<file path="src/rtl/reg_share_arbiter_pkg.sv">
// Shared types and helpers for the register-sharing write arbiter.
// The state encoding, default sizing and one-hot helper live here.
package reg_share_pkg;

  typedef enum logic {
    IDLE = 1'b0,
    OWN  = 1'b1
  } state_e;

  localparam int NREQ_MAX  = 8;
  localparam int NREQ_DEF  = 4;
  localparam int PTR_W_DEF = $clog2(NREQ_DEF);

  function automatic logic [NREQ_MAX-1:0] onehot(input int unsigned idx);
    return NREQ_MAX'(1) << idx;
  endfunction

endpackage

</file>
<file path="src/rtl/reg_share_arbiter_if.sv">
// Requester-side bus of the arbiter: requests, data and grant, plus the
// shared register view returned to the requesters.
interface reg_share_arbiter_if #(
  parameter int NREQ  = 4,
  parameter int WIDTH = 4,
  parameter int PTR_W = 2
);
  logic [NREQ-1:0]       req;
  logic [NREQ-1:0]       lock;
  logic [NREQ*WIDTH-1:0] din;
  logic [NREQ-1:0]       gnt;
  logic [WIDTH-1:0]      q;
  logic                  q_vld;
  logic [PTR_W-1:0]      owner;
  logic                  busy;

  modport master (output req, lock, din, input gnt, q, q_vld, owner, busy);
  modport slave  (input req, lock, din, output gnt, q, q_vld, owner, busy);
endinterface

</file>
<file path="src/rtl/reg_share_arbiter_rr_pick.sv">
// Rotating-priority selector: first set request at or above ptr, wrapping.
module rr_pick #(
  parameter int NREQ  = 4,
  parameter int PTR_W = 2
) (
  input  logic [NREQ-1:0]  req,
  input  logic [PTR_W-1:0] ptr,
  output logic [NREQ-1:0]  gnt,
  output logic             found
);

  logic [PTR_W-1:0] idx;

  // NOTE: every output of a combinational block gets a default first, so no path leaves it unassigned and no latch is inferred.
  always_comb begin
    gnt   = '0;
    found = 1'b0;
    idx   = '0;
    for (int k = 0; k < NREQ; k++) begin
      idx = PTR_W'((32'(ptr) + k) % NREQ);
      if (!found && req[idx]) begin
        gnt[idx] = 1'b1;
        found    = 1'b1;
      end
    end
  end

endmodule

</file>
<file path="src/rtl/reg_share_arbiter.sv">
// Round-robin arbiter owning the single shared register; a granted requester
// may lock it for a bounded burst of back-to-back writes.
module reg_share_arbiter
  import reg_share_pkg::*;
#(
  parameter int NREQ     = NREQ_DEF,
  parameter int WIDTH    = 4,
  parameter int MAX_HOLD = 4
) (
  input logic               clk,
  input logic               rst_n,
  reg_share_arbiter_if.slave bus
);

  localparam int PTR_W  = (NREQ > 1) ? $clog2(NREQ) : 1;
  localparam int HOLD_W = $clog2(MAX_HOLD + 1);

  state_e            state_q, state_d;
  logic [PTR_W-1:0]  ptr_q, ptr_d;
  logic [PTR_W-1:0]  owner_q, owner_d;
  logic [PTR_W-1:0]  xfer_idx;
  logic [HOLD_W-1:0] hold_q, hold_d, hold_inc;
  logic [WIDTH-1:0]  q_q, q_d;
  logic              q_vld_q, q_vld_d;
  logic [NREQ-1:0]   pick_gnt, gnt;
  logic              pick_found;
  logic              xfer;

  rr_pick #(.NREQ(NREQ), .PTR_W(PTR_W)) u_pick (
    .req   (bus.req),
    .ptr   (ptr_q),
    .gnt   (pick_gnt),
    .found (pick_found)
  );

  // Grant: locked owner only while in OWN, rotating pick otherwise; never during reset.
  always_comb begin
    gnt = '0;
    if (rst_n) begin
      if (state_q == OWN) begin
        gnt = bus.req[owner_q] ? NREQ'(onehot(32'(owner_q))) : '0;
      end else if (pick_found) begin
        gnt = pick_gnt;
      end
    end
  end

  always_comb begin
    xfer_idx = '0;
    for (int i = 0; i < NREQ; i++) begin
      if (gnt[i]) xfer_idx = PTR_W'(i);
    end
  end

  assign xfer = |(bus.req & gnt);

  always_comb begin
    state_d  = state_q;
    hold_d   = hold_q;
    hold_inc = hold_q + 1'b1;
    unique case (state_q)
      IDLE: begin
        if (xfer && bus.lock[xfer_idx] && (MAX_HOLD > 1)) begin
          state_d = OWN;
          hold_d  = HOLD_W'(1);
        end
      end
      OWN: begin
        // In OWN a missing transfer can only mean the owner dropped req.
        if (!xfer || !bus.lock[owner_q] || (hold_inc == HOLD_W'(MAX_HOLD))) begin
          state_d = IDLE;
          hold_d  = '0;
        end else begin
          hold_d  = hold_inc;
        end
      end
    endcase
  end

  always_comb begin
    q_d     = q_q;
    owner_d = owner_q;
    ptr_d   = ptr_q;
    q_vld_d = xfer;
    if (xfer) begin
      q_d     = bus.din[xfer_idx*WIDTH +: WIDTH];
      owner_d = xfer_idx;
      ptr_d   = (xfer_idx == PTR_W'(NREQ - 1)) ? '0 : xfer_idx + 1'b1;
    end
  end

  // NOTE: sequential state uses non-blocking assignments so every flop samples pre-edge values.
  always_ff @(posedge clk or negedge rst_n) begin
    if (!rst_n) begin
      state_q <= IDLE;
      hold_q  <= '0;
    end else begin
      state_q <= state_d;
      hold_q  <= hold_d;
    end
  end

  always_ff @(posedge clk or negedge rst_n) begin
    if (!rst_n) begin
      q_q     <= '0;
      q_vld_q <= 1'b0;
      owner_q <= '0;
      ptr_q   <= '0;
    end else begin
      q_q     <= q_d;
      q_vld_q <= q_vld_d;
      owner_q <= owner_d;
      ptr_q   <= ptr_d;
    end
  end

  assign bus.gnt   = gnt;
  assign bus.q     = q_q;
  assign bus.q_vld = q_vld_q;
  assign bus.owner = owner_q;
  assign bus.busy  = (state_q == OWN);

endmodule
</file>
<file path="src/flat_wrapper.sv">
// flat-port wrapper written by rule: the top's interface ports become plain ports
module reg_share_arbiter_flat import reg_share_pkg::*;
#(
  parameter int NREQ     = NREQ_DEF,
  parameter int WIDTH    = 4,
  parameter int MAX_HOLD = 4
)
  (clk, rst_n, bus_req, bus_lock, bus_din, bus_gnt, bus_q, bus_q_vld, bus_owner, bus_busy);
  reg_share_arbiter_if #(.NREQ(NREQ), .WIDTH(WIDTH)) bus_i ();
  input logic clk;
  input logic rst_n;
  input wire logic [$bits(bus_i.req)-1:0] bus_req;
  input wire logic [$bits(bus_i.lock)-1:0] bus_lock;
  input wire logic [$bits(bus_i.din)-1:0] bus_din;
  output wire logic [$bits(bus_i.gnt)-1:0] bus_gnt;
  output wire logic [$bits(bus_i.q)-1:0] bus_q;
  output wire logic [$bits(bus_i.q_vld)-1:0] bus_q_vld;
  output wire logic [$bits(bus_i.owner)-1:0] bus_owner;
  output wire logic [$bits(bus_i.busy)-1:0] bus_busy;
  assign bus_i.req = bus_req;
  assign bus_i.lock = bus_lock;
  assign bus_i.din = bus_din;
  assign bus_gnt = bus_i.gnt;
  assign bus_q = bus_i.q;
  assign bus_q_vld = bus_i.q_vld;
  assign bus_owner = bus_i.owner;
  assign bus_busy = bus_i.busy;
  reg_share_arbiter #(.NREQ(NREQ), .WIDTH(WIDTH), .MAX_HOLD(MAX_HOLD)) u_core (.clk(clk), .rst_n(rst_n), .bus(bus_i));
endmodule
</file>
<file path="config.mk">
export PLATFORM = sky130hd
export DESIGN_NAME = reg_share_arbiter_flat
export DESIGN_NICKNAME = d
export VERILOG_FILES = /design/src/rtl/reg_share_arbiter_pkg.sv /design/src/rtl/reg_share_arbiter_if.sv /design/src/rtl/reg_share_arbiter_rr_pick.sv /design/src/rtl/reg_share_arbiter.sv /design/src/flat_wrapper.sv
export SDC_FILE = /design/constraint.sdc
export NUM_CORES = 1
export LEC_CHECK = 0
export BUFFER_PORTS_ARGS = -buffer_cell sky130_fd_sc_hd__buf_2
export CORE_AREA = 3 3 64 66
export CTS_CLUSTER_DIAMETER = 120
export CTS_CLUSTER_SIZE = 25
export DETAILED_ROUTE_END_ITERATION = 12
export DIE_AREA = 0 0 67 69
export SETUP_SLACK_MARGIN = 0.3
export SYNTH_ARGS = -nofsm -noshare
export SYNTH_HDL_FRONTEND = slang
export SYNTH_SLANG_ARGS = --single-unit
</file>
<file path="constraint.sdc">
create_clock -name clk -period 8.6 [get_ports clk]
set_input_delay 0.86 -clock clk [delete_from_list [all_inputs] [get_ports clk]]
set_output_delay 0.86 -clock clk [all_outputs]
set_load 0.05 [all_outputs]
</file>
Word-level counts from Yosys, hierarchy flattened
Index checks and enable logic that the tools add are counted.
{"block": "word_totals", "regBits": 13, "memories": 0, "latch_bits": 0, "in_bits": 26, "out_inout_bits": 12, "word_cells": 91, "rom_bits": 0, "mem_bits_rw": 0}
{"block": "classes", "n_reduce_logical": 16, "mux": 44, "n_div": 0, "mul": 0, "n_eq_ne": 3, "n_lt_le_gt_ge": 10, "add_sub_neg": 5, "n_shift": 2, "bitwise": 5}
{"operator": "$mux W4", "count": 8}
{"operator": "$lt A2 B3 Y1 const B", "count": 6}
{"operator": "$mux W1", "count": 18}
{"operator": "$shiftx A16 B5 Y4", "count": 1}
{"operator": "$bmux W1 S2", "count": 7}
{"operator": "$or A4 B4 Y4", "count": 3}
{"operator": "$demux W1 S2", "count": 4}
{"operator": "$ge A2 B1 Y1 const B", "count": 4}
{"operator": "$logic_and A1 B1 Y1", "count": 8}
{"operator": "$mux W2", "count": 3}
{"operator": "$mux W3", "count": 2}
{"operator": "$pmux W3 S2", "count": 1}
{"operator": "$logic_not A1 Y1", "count": 5}
{"operator": "$add A2 B1 Y2 const B", "count": 2}
{"operator": "$add A2 B2 Y2 const B", "count": 2}
{"operator": "$and A4 B4 Y4", "count": 1}
{"operator": "$reduce_or A4 Y1", "count": 1}
{"operator": "$shl A1 B2 Y4 const A", "count": 1}
{"operator": "$add A3 B1 Y3 const B", "count": 1}
{"operator": "$eq A3 B3 Y1 const B", "count": 1}
{"operator": "$eq A2 B2 Y1 const B", "count": 1}
{"operator": "$logic_or A1 B1 Y1", "count": 2}
{"operator": "$ne A2 B1 Y1 const B", "count": 1}
{"operator": "$pmux W1 S2", "count": 1}
{"operator": "$not A1 Y1", "count": 1}

Depth between registers and ports, before layout
{"block": "depth", "depth_word": 23, "ltp_mapped": 13, "mapped_depth_nobuf": 10}

Hierarchy
From an unflattened synthesis, not the netlist that was laid out.
{"block": "hier_totals", "hier_cells": 176, "area_unflattened_um2": 1529.0}
{"mod": "reg_share_arbiter", "n_inst": 1, "area_each_um2": 1034.7, "seq_area_each_um2": 325.3, "cells_per_inst": 114}
{"mod": "rr_pick", "n_inst": 1, "area_each_um2": 494.2, "seq_area_each_um2": 0.0, "cells_per_inst": 62}

Worst setup path after synthesis
No wires, ideal clock.
{"block": "synth_path", "kind": "input to output", "from": "in bus_req[0]", "to": "out bus_gnt[0]", "required_time_ps": 7740, "n_path_buf": 1, "arrival_time_ps": 3026, "path_stages": 5, "path_slack_ps": 4714, "path_cell_list": "buf_2 > mux4_2 > inv_2 > o211ai_1 > a311oi_1"}
{"block": "synth_between", "elab_chain_cells": 15, "elab_cells_between_ends": 31, "classes_between": "mux (22); bitwise (3); reduce/logical (6)"}
{"item": "start: declaration", "line": "flat_wrapper.sv:12", "rtl": "input wire logic [$bits(bus_i.req)-1:0] bus_req;"}
{"item": "$bmux W1 S2", "line": "reg_share_arbiter_rr_pick.sv:21", "rtl": "if (!found && req[idx]) begin"}
{"item": "$mux W1 (implied by the code)", "line": "reg_share_arbiter_rr_pick.sv:21"}
{"item": "$mux W1", "line": "reg_share_arbiter_rr_pick.sv:21"}
{"item": "$logic_not A1 Y1", "line": "reg_share_arbiter_rr_pick.sv:21"}
{"item": "$logic_and A1 B1 Y1", "line": "reg_share_arbiter_rr_pick.sv:21"}
{"item": "$mux W1", "line": "reg_share_arbiter_rr_pick.sv:21"}
{"item": "$logic_not A1 Y1", "line": "reg_share_arbiter_rr_pick.sv:21"}
{"item": "$logic_and A1 B1 Y1", "line": "reg_share_arbiter_rr_pick.sv:21"}
{"item": "$mux W1", "line": "reg_share_arbiter_rr_pick.sv:21"}
{"item": "$logic_not A1 Y1", "line": "reg_share_arbiter_rr_pick.sv:21"}
{"item": "$logic_and A1 B1 Y1", "line": "reg_share_arbiter_rr_pick.sv:21"}
{"item": "$mux W4 or $mux W1 (tied branches)", "line": "reg_share_arbiter_rr_pick.sv:21"}
{"item": "$mux W4", "line": "reg_share_arbiter.sv:42", "rtl": "end else if (pick_found) begin"}
{"item": "$mux W4 (*)", "line": "reg_share_arbiter.sv:40", "rtl": "if (state_q == OWN) begin"}
{"item": "$mux W4 (*)", "line": "reg_share_arbiter.sv:39", "rtl": "if (rst_n) begin"}
{"item": "end: declaration", "line": "flat_wrapper.sv:15", "rtl": "output wire logic [$bits(bus_i.gnt)-1:0] bus_gnt;"}
Mark *: on every way between the ends. The rest lies on a longest branch, timed or not. The select of a mux whose other input is x is not followed.

Final worst setup path
{"block": "layout_path", "from": "reg u_core.ptr_q[0]", "to": "out bus_gnt[2]"}
{"block": "layout_between", "elab_chain_cells": 15, "elab_cells_between_ends": 51, "classes_between": "add/sub (3); order compare (8); mux (27); bitwise (3); reduce/logical (10)"}
{"item": "start: declaration", "line": "reg_share_arbiter.sv:19", "rtl": "logic [PTR_W-1:0] ptr_q, ptr_d;"}
{"item": "start signal: assignment", "line": "reg_share_arbiter.sv:113", "rtl": "ptr_q <= ptr_d;"}
{"item": "parallel branches: the longest is 12 deep, another holds $lt A2 B3 Y1"}
{"item": "$mux W4 (*)", "line": "reg_share_arbiter.sv:42"}
{"item": "$mux W4 (*)", "line": "reg_share_arbiter.sv:40"}
{"item": "$mux W4 (*)", "line": "reg_share_arbiter.sv:39"}
Every way passes the cells marked *. The select of a mux whose other input is x is not followed.

==> reports/results.txt <==
status: finished, final reports clean
CP max stage cell: dfrtp_1
I/O pins: 38
1st-iter DRT viols: 90
Period Utilization, post-route: 0.510
most frequent cells in the layout: buf_2, nor2_1, nand2_1, dfrtp_1, o21ai_0
Vias/cell: 5.81
syn_area_per_cell: 8.64 µm²
unrepaired setup endpoints after global routing: false
CP Class: flop to output port
crit-path cells: inv_1 -> ha_1 -> mux2i_1 -> nor3b_1 -> o211ai_1 -> a311o_1 -> inv_1 -> buf_2
critical path data arrival time: 3520 ps
vias in the first global route: 1437
Hold Vio Cnt, Final: 0
LEAKAGE: 0.848 nW
worst skew pair latency: 240 ps
worst min path class: primary input to asynchronous set/reset pin
clk sinks: 13
CTS tree: done
Post-Synthesis Cell Area: 0.00151 mm²
post-route setup slack: 4220 ps
H-Tree Depth: 1
NumNets Final: 241
CP Depth: 8
Tot GR Track Use: 0.180
Async SR Flop Fraction: 1.00
Req. time, crit path: 7740 ps
remaining global-route overflow: 0
clock-pin slew of the registers on the worst-case setup and hold paths: 60 ps
share of cells above drive strength 1: 0.275
first-pass GRT wire length: 6770 µm
post_cts resized: 0
Fmax: 228 MHz
Critical Path Source Type: flop
number of antenna diodes: 0
dpl ws: 4510 ps
max incr delay on CP: 700 ps
P&R area growth vs syn: 13.2%
Slew HR: 0.597
Fin Setup TNS: 0 ps
Crit path max-delay family: flip-flops
Initial Util: 0.416
FF-to-FF Start: u_core.ptr_q[0]
crit path launch: u_core.ptr_q[0]
Die Wd: 67 µm
total wire length: 3960 µm
Synth area leaders: dfrtp_1, ha_1, mux2i_1
WL/cell: 15.7 µm
CP Capture Point: bus_gnt[2]
initial antenna violation count: 0
DRT Pass-1 Iters: 4
biggest area consumer among synthesized cells: dfrtp_1
Max VDD drop: 0.189 mV
CP Max Fanout: 18
die area: 0.00462 mm²
Worst Path Buf+Inv: 3
HPWL after detailed placement: 2970 µm
clk buf depth: 2
Cell Rows: 22
core region area: 0.00363 mm²
Yosys cell types: 53
DR DRC count: 0
Reg2Reg Capture Point: u_core.hold_q[1]
Crit. End Element: output port
most common cell after layout, fill and taps aside: buf_2
number of flops mapped to enable cells by yosys: 0
DP Area: 0.00167 mm²
number of buffers added on ports: 37
via count: 1464
Most used DFF post-synth: dfrtp_1
Slew @ Worst Pin: 601 ps
post-CTS setup buffer count: 0
clk root buf: clkbuf_8
Final Skew: 1.03 ps
chip height: 69 µm
crit path time final: 4380 ps
Final Setup Violations: 0
Final Core Density: 0.471
pwr dens: 449 mW/mm²
Max-Cap Viols: 0
cells after synthesis: 175
GP Congestion: 0.921
sequential cell area fraction in the yosys report: 0.215
Design Area, Final: 0.00171 mm²
hold_buf cts: 0
Slew Limit Fails: 0
antenna-violating nets left: 0
Num CTS Buffers: 3
share of the synthesized area in the top cell type: 0.215
CP dominant cell by count: inv_1
Net Count, Synth: 211
flops & latches, synth: 13
Fill cells: 370
Ys Warns: 0
flop2flop setup slack: 4570 ps
largest net degree at the start of global routing: 22
worst reg-to-reg path cell count: 9
[through the flow]
stage | cells | power [W] | hold slack [ps]
6_report | 252 | 0.000769 | 523
5_1_grt | 252 | 0.000836 | 540
4_1_cts | 252 | 0.000771 | 528
3_5_place_dp | 248 | 0.000711 | 520
3_3_place_gp | 248 | 0.000704 | 510
2_1_floorplan | 175 | 0.000614 | 494
[logic make-up after synthesis]
group                    share of synthesized area
adder cells (fa/ha/maj)                     0.0828
AO/OA/AOI/OAI                                0.300
flip-flops                                   0.215
multiplexers                                 0.115
AND/OR/NAND/NOR                              0.204
buffers and inverters                       0.0828
[power breakdown]
part	internal [W]	switching (W)	leakage [nW]
sequential	0.0000917	0.0000472	0.156
clock	0.0000328	0.0000240	0.0228
combinational	0.000200	0.000372	0.669
[worst min path at each step]
stage                           startpoint               end  cells after the start
after floorplan           u_core.hold_q[2]  u_core.hold_q[2]                      1
after global placement    u_core.hold_q[2]  u_core.hold_q[2]                      1
after detailed placement  u_core.hold_q[2]  u_core.hold_q[2]                      1
after CTS                            rst_n   u_core.bus.busy                      1
after global routing                 rst_n   u_core.bus.busy                      1
final                                rst_n  u_core.hold_q[1]                      1
[flip-flops by register name (all words and copies together), names as in the netlist]
signal,flops
u_core.bus.busy,1
u_core.bus.owner,2
u_core.bus.q,4
u_core.bus.q_vld,1
u_core.hold_q,3
u_core.ptr_q,2
[Yosys cell counts, types with 2 or more instances]
cell      count
a311oi_1      2
and3_1        2
a21o_1        2
mux4_2        3
a21oi_1       6
nand3_1       8
a31oi_1       9
o21ai_0      11
and3b_1       2
or2_2         2
nor2b_1       2
inv_1         7
buf_2         4
nor2_1       16
mux2i_1       8
o211ai_1      5
o21a_1        3
nand4_1       2
o21ai_1       2
nor3b_1       4
buf_6         5
a31o_1        2
o211a_1       3
nand2_1      13
or3_1         2
and2_1        2
dfrtp_1      13
ha_1         10
[per-layer routing]
layer	wire, µm	vias to the layer above	share of wire	track usage
met4	31	0	0.0078	0.0541
met2	1770	60	0.45	0.270
met1	1830	687	0.46	0.261
met3	325	4	0.082	0.0309
li1	-	713	-	-
met5	0	-	0	0
[final cells by class]
class                   count  area, µm²  area share
inverters                   9       33.8      0.0198
well taps                  48       60.1      0.0351
multi-input cells         141       1060       0.620
clock buffers               4       45.0      0.0263
repair buffers             37        185       0.108
flip-flops and latches     13        325       0.190
[worst register-to-register path, cell delays in order (launching register included)]
cell       delay [ps]
dfrtp_1           700
inv_1             290
ha_1              490
mux2i_1           330
nor3b_1           390
o211ai_1          130
a311o_1           560
o211ai_4          560
o2111ai_2         210
a31o_1            260
Power figures use the tool's default switching activity.
